**config.mk**
```make
export PLATFORM = sky130hd
export DESIGN_NAME = control_decoder_stage
export DESIGN_NICKNAME = d
export VERILOG_FILES = /design/src/rtl/control_decoder_stage.sv
export SDC_FILE = /design/constraint.sdc
export NUM_CORES = 1
export LEC_CHECK = 0
export ABC_AREA = 1
export CORE_ASPECT_RATIO = 1.25
export CORE_MARGIN = 8
export CORE_UTILIZATION = 45
export CTS_BUF_LIST = sky130_fd_sc_hd__clkbuf_4
export DETAILED_ROUTE_END_ITERATION = 7
export PLACE_DENSITY = 0.85
export SLEW_MARGIN = 25
export SYNTH_ARGS = -nofsm -noshare
export SYNTH_HDL_FRONTEND = slang
export SYNTH_SLANG_ARGS = --single-unit
```
**constraint.sdc**
```tcl
create_clock -name clk -period 1.9 [get_ports clk]
set_clock_uncertainty 0.05 [all_clocks]
set_input_delay 0.38 -clock clk [delete_from_list [all_inputs] [get_ports clk]]
set_output_delay 0.38 -clock clk [all_outputs]
set_load 0.01 [all_outputs]
```
**src/rtl/control_decoder_stage.sv**
```systemverilog
// control_decoder_stage: registered ID/EX control decoder with a valid/ready handshake,
// a sticky halt FSM (RUN -> DRAIN -> HALTED) and store byte-enables sized by XLEN.
// Optional feature macro: ILLEGAL_TRAP_EN. When it is defined, illegal instructions raise a
// sticky illegal_o and drain/halt like ECALL. When it is undefined, they pass as NOPs.
module control_decoder_stage #(
  parameter int XLEN         = 32,
  parameter int DRAIN_CYCLES = 4
) (
  input  logic              clk,
  input  logic              reset,
  input  logic [31:0]       instr_i,
  input  logic              in_valid_i,
  output logic              in_ready_o,
  input  logic              flush_i,
  output logic              out_valid_o,
  input  logic              out_ready_i,
  output logic              mem_to_reg_o,
  output logic [XLEN/8-1:0] data_mem_we_o,
  output logic              rd_we_o,
  output logic              alu_src_b_o,
  output logic              branch_o,
  output logic [1:0]        alu_2bit_op_o,
  output logic              rs1_in_use_o,
  output logic              rs2_in_use_o,
  output logic              pc_operand_o,
  output logic              stop_flag_o,
  output logic              illegal_o
);
  localparam int BE_W = XLEN / 8;

  typedef enum logic [1:0] {S_RUN, S_DRAIN, S_HALT} state_e;

  state_e          state_q;
  logic [7:0]      cnt_q;
  logic            stop_q, valid_q, valid_d, accept;
  logic            mem_to_reg_q, mem_to_reg_d, rd_we_q, rd_we_d, alu_src_b_q, alu_src_b_d;
  logic            branch_q, branch_d, rs1_q, rs1_d, rs2_q, rs2_d, pc_q, pc_d;
  logic [1:0]      alu_op_q, alu_op_d;
  logic [BE_W-1:0] we_q, we_d;
  logic            is_sys, illegal_d, trap_d;

  wire [6:0] opcode = instr_i[6:0];
  wire [2:0] funct3 = instr_i[14:12];
  // Only opcode and funct3 drive the controls. The register fields belong to other logic.
  logic unused_instr;
  assign unused_instr = ^{instr_i[31:15], instr_i[11:7]};

  // Opcode -> control table. SYSTEM and unknown opcodes give all-zero controls.
  always_comb begin
    mem_to_reg_d = 1'b0; we_d = '0; rd_we_d = 1'b0; alu_src_b_d = 1'b0; branch_d = 1'b0;
    alu_op_d = 2'b00; rs1_d = 1'b0; rs2_d = 1'b0; pc_d = 1'b0; is_sys = 1'b0; illegal_d = 1'b0;
    case (opcode)
      7'b0110011: begin rd_we_d = 1'b1; alu_op_d = 2'b10; rs1_d = 1'b1; rs2_d = 1'b1; end
      7'b0010011: begin rd_we_d = 1'b1; alu_src_b_d = 1'b1; alu_op_d = 2'b11; rs1_d = 1'b1; end
      7'b0000011: begin
        mem_to_reg_d = 1'b1; rd_we_d = 1'b1; alu_src_b_d = 1'b1; rs1_d = 1'b1;
      end
      7'b1100011: begin branch_d = 1'b1; alu_op_d = 2'b01; rs1_d = 1'b1; rs2_d = 1'b1; end
      7'b0100011: begin
        alu_src_b_d = 1'b1; rs1_d = 1'b1; rs2_d = 1'b1;
        case (funct3)
          3'b000:  we_d = BE_W'(1);
          3'b001:  we_d = BE_W'(3);
          3'b010:  we_d = BE_W'(15);
          3'b011:  if (XLEN == 64) we_d = '1; else illegal_d = 1'b1;
          default: illegal_d = 1'b1;
        endcase
      end
      7'b1100111: begin
        rd_we_d = 1'b1; branch_d = 1'b1; alu_src_b_d = 1'b1; rs1_d = 1'b1; pc_d = 1'b1;
      end
      7'b1101111: begin rd_we_d = 1'b1; branch_d = 1'b1; alu_src_b_d = 1'b1; end
      7'b0010111: begin rd_we_d = 1'b1; alu_src_b_d = 1'b1; pc_d = 1'b1; end
      7'b0110111: begin rd_we_d = 1'b1; alu_src_b_d = 1'b1; end
      7'b1110011: is_sys = 1'b1;
      default:    illegal_d = 1'b1;
    endcase
  end

`ifdef ILLEGAL_TRAP_EN
  assign trap_d = is_sys | illegal_d;
`else
  logic unused_illegal;
  assign unused_illegal = illegal_d;
  assign trap_d         = is_sys;
`endif

  // Flush wins over a same-cycle accept. Downstream backpressure also stalls intake.
  assign in_ready_o = (state_q == S_RUN) & (~valid_q | out_ready_i) & ~flush_i;
  assign accept     = in_valid_i & in_ready_o;
  assign valid_d    = accept | (valid_q & ~out_ready_i & ~flush_i);

  // Halt FSM. Drain counts DRAIN_CYCLES further edges before stop is asserted.
  always_ff @(posedge clk or negedge reset) begin
    if (!reset) begin
      state_q <= S_RUN;
      cnt_q   <= 8'd0;
      stop_q  <= 1'b0;
    end else begin
      case (state_q)
        S_RUN: if (accept && trap_d) begin
          if (DRAIN_CYCLES == 0) begin
            state_q <= S_HALT;
            stop_q  <= 1'b1;
          end else begin
            state_q <= S_DRAIN;
            cnt_q   <= 8'(DRAIN_CYCLES);
          end
        end
        S_DRAIN: begin
          if (cnt_q == 8'd0) begin
            state_q <= S_HALT;
            stop_q  <= 1'b1;
          end else begin
            cnt_q <= cnt_q - 8'd1;
          end
        end
        S_HALT:  stop_q <= 1'b1;
        default: state_q <= S_RUN;
      endcase
    end
  end

  // ID/EX register. Controls load only on accept and hold otherwise.
  always_ff @(posedge clk or negedge reset) begin
    if (!reset) begin
      valid_q <= 1'b0; mem_to_reg_q <= 1'b0; we_q <= '0; rd_we_q <= 1'b0; alu_src_b_q <= 1'b0;
      branch_q <= 1'b0; alu_op_q <= 2'b00; rs1_q <= 1'b0; rs2_q <= 1'b0; pc_q <= 1'b0;
    end else begin
      valid_q <= valid_d;
      if (accept) begin
        mem_to_reg_q <= mem_to_reg_d; we_q <= we_d; rd_we_q <= rd_we_d;
        alu_src_b_q <= alu_src_b_d; branch_q <= branch_d; alu_op_q <= alu_op_d;
        rs1_q <= rs1_d; rs2_q <= rs2_d; pc_q <= pc_d;
      end
    end
  end

`ifdef ILLEGAL_TRAP_EN
  logic illegal_q;
  // Sticky illegal flag, set alongside the held illegal instruction.
  always_ff @(posedge clk or negedge reset) begin
    if (!reset)                   illegal_q <= 1'b0;
    else if (accept && illegal_d) illegal_q <= 1'b1;
  end
  assign illegal_o = illegal_q;
`else
  assign illegal_o = 1'b0;
`endif

  assign out_valid_o   = valid_q;
  assign mem_to_reg_o  = mem_to_reg_q;
  assign data_mem_we_o = we_q;
  assign rd_we_o       = rd_we_q;
  assign alu_src_b_o   = alu_src_b_q;
  assign branch_o      = branch_q;
  assign alu_2bit_op_o = alu_op_q;
  assign rs1_in_use_o  = rs1_q;
  assign rs2_in_use_o  = rs2_q;
  assign pc_operand_o  = pc_q;
  assign stop_flag_o   = stop_q;
endmodule

```
==> results of run 1 <==
==> kinds of logic (layout without fill, tap and decap cells) <==
family	Yosys count	after routing	synth area share (%)
buffers and inverters	32	67	9.637
and+or+nand+nor	116	116	39.43
DFF	24	24	42.44
AOI/OAI and AO/OA	13	13	4.598
other	1	1	0.2650
xor gates and xnor gates	3	3	1.857
adders and majority gates	2	2	1.768
==> power breakdown <==
part	internal (mW)	switching (mW)	total (mW)	leakage [nW]
Sequential	0.511	0	0.511	0.316
Clock	0.0771	0.160	0.237	0.0154
Combinational	0.0339	0.0402	0.0740	0.572
Total	0.622	0.200	0.822	0.903
==> sequential cells by signal, summed over array words and instances (netlist names), 2 cells and up <==
signal / cells
alu_2bit_op_o: 2
state_q: 2
data_mem_we_o: 3
cnt_q: 8
==> cell type report <==
type	count	area, µm²
Clock buffer	3	22.52
Clock inverter	1	3.754
Fill cell	268	1181
Inverter	28	105.1
Multi-Input combinational cell	135	678.2
Sequential cell	24	600.6
Tap cell	36	45.04
Timing Repair Buffer	35	336.6
==> worst register-to-register path: stages (launching register included) <==
cell	delay [ps]
dfrtp_1	400
inv_1	120
ha_1	160
inv_1	40
nor3_1	130
nand2_1	100
nand2_2	210
inv_2	90
o21ai_1	90
nand2_1	70
==> timing repair <==
item                                   4_1_cts  5_1_grt
setup endpoints to repair                    1        0
hold buffers                                 0        0
resized for setup                            1        0
endpoints found under the hold margin        0        0
==> cells in the final DEF, fill, tap and decap left out, drive strengths merged <==
master and instances:
ha 2, clkdlybuf4s50 29, conb 1, clkbuf 3, a21oi 2, nor3 2, nor2 33, xor2 1
inv 28, and2 1, clkinv 1, xnor2 2, nand2 55, dfrtp 24, or2 5, o21ai 11
buf 5, dlygate4sd2 1, nand4 2, nand3 18
==> worst max path at each step <==
stage / to / slack, ps
6_report: in_ready_o / 110
5_1_grt: in_ready_o / 40
4_1_cts: in_ready_o / 100
3_5_place_dp: in_ready_o / -170
3_3_place_gp: in_ready_o / -150
2_1_floorplan: cnt_q[3]$_DFFE_PN0P_ / 550
==> metrics by stage <==
stage	std cells	utilization [%]	cell area (µm²)	total power, mW
2_1_floorplan	191	-	1415	0.5465
3_3_place_gp	258	59.43	1767	0.5932
3_5_place_dp	258	59.43	1767	0.5948
4_1_cts	262	60.27	1792	0.8283
5_1_grt	262	60.27	1792	0.8474
6_report	262	60.27	1792	0.8216
==> metal layers <==
metal	global-route usage, %	vias up	routed length [µm]
li1	-	652	-
met1	13.96	569	1253
met2	21.49	31	1428
met3	1.124	7	114
met4	7.495	0	76
met5	0	-	0
==> results.md, run 1 <==
* Cell taking the most area after synthesis: dfrtp_1
* Max frequency at 559.4 MHz
* Nets@finish at 266
* Starting Density at 47.60%
* RSZ-0062 raised after global routing: false
* Async SR Flop Fraction at 100.0%
* Mapped cell area at 0.001415 mm²
* Critical Path AT at 1360 ps
* Status: complete, no violations
* Post-synth top cells: nand2_1, nor2_1, dfrtp_1, inv_1, nand3_1
* Worst path required time at 1470 ps
* Cell count along the critical path at 6
* TritonCTS clock tree: built
* R2R setup slack at 360 ps
* FP Rows at 22
* First-pass GRT wire length at 5230 µm
* Seq/Total Area, Yosys at 42.44%
* Clock Latency Late Sink at 320 ps
* Synth area leaders: dfrtp_1, nand2_1, nor2_1, inv_1, nand3_1
* Reg2reg end: cnt_q[3]$_DFFE_PN0P_
* Setup ws final at 112.4 ps
* Endpoints failing setup at 0
* Initial DRT Pass Iterations at 4
* Clk root buf: clkbuf_4
* Remaining Overflow, GRT at 0
* Hold_ws at 344.5 ps
* Die Y-Extent at 78.70 µm
* Max incr delay on CP at 450 ps
* Synth Register Bits at 24
* Count of unique library cells instantiated by Yosys at 28
* Final Hold Violating Endpoints at 0
* Crit path kind: input pin to output pin
* Final Cycle Share at 94.08%
* Core area at 0.002973 mm²
* Mean Syn Cell Area at 7.409 µm²
* Routed WL per cell at 10.96 µm
* Die span in x at 66.16 µm
* CP top delay family: buffers and inverters
* Worst min path class: input pin to async pin
* Reg clk slew, reported paths at 140 ps
* GRT Overall Usage at 12.32%
* Worst setup EP type: output pin
* Most used cell, CP: inv_1
* Worst-path maximum fanout at 2
* EDFF count, synth at 0
* Static Leak at 0.9035 nW
* Crit-path cells: clkdlybuf4s50_1 > inv_1 > nand2_1 > nand3_4 > inv_1 > dlygate4sd2_1
* Post-route setup TNS at 0 ps
* DR vias/cell at 4.805
* Syn nets at 230
* Main synth FF type: dfrtp_1
* Ant. Diodes at 0
* Number of antenna violations at the first check in global routing at 0
* Antenna Nets Post-Route at 0
* Layout cell share with drive strength beyond 1 at 9.292%
* Postcts setup bufs at 0
* Num CTS Buffers at 3
* Residual DRC count at 0
* Max-slew violation count at 0
* Synth warn at 0
* Count leader, synth: nand2_1
* Synth top area share at 42.44%
* Startpoint Class: input pin
* Max cap viols at 0
* Number of global-route vias before repair at 1309
* DRT iter0 DRCs at 25
* Critical Path Source: out_ready_i
* H-tree levels at 1
* R2r startpoint: cnt_q[0]$_DFFE_PN0P_
* Final wirelength at 2872 µm
* Worst vdd ir at 0.2811 mV
* PD cells at 458.6 mW/mm²
* Slowest cell on the critical path: clkdlybuf4s50_1
* Syn Inst Count at 191
* IO buf count at 30
* Gp weighted congestion at 0.9127
* HPWL Detailed at 2302 µm
* R2r worst-path depth at 9
* Die area at 0.005206 mm²
* Post-route minimum period at 1788 ps
* CTS Sinks at 24
* DR vias at 1259
* Layout area overhead at 26.61%
* CTS max path bufs at 2
* Crit path buffers/inverters at 4
* Placement Setup Slack at -167.3 ps
* I/O Pins at 54
* Largest net degree at the start of global routing at 25
No activity file was read; power rests on OpenSTA's default activity.
==> run 2: changes to the inputs <==
--- a/config.mk
+++ b/config.mk
@@ -12,7 +12,7 @@
 export CTS_BUF_LIST = sky130_fd_sc_hd__clkbuf_4
 export DETAILED_ROUTE_END_ITERATION = 7
 export PLACE_DENSITY = 0.85
-export SLEW_MARGIN = 25
+export SLEW_MARGIN = 10
 export SYNTH_ARGS = -nofsm -noshare
 export SYNTH_HDL_FRONTEND = slang
 export SYNTH_SLANG_ARGS = --single-unit
==> results of run 2 <==
Same layout as run 1: the final DEF is identical, and so are final timing and power.
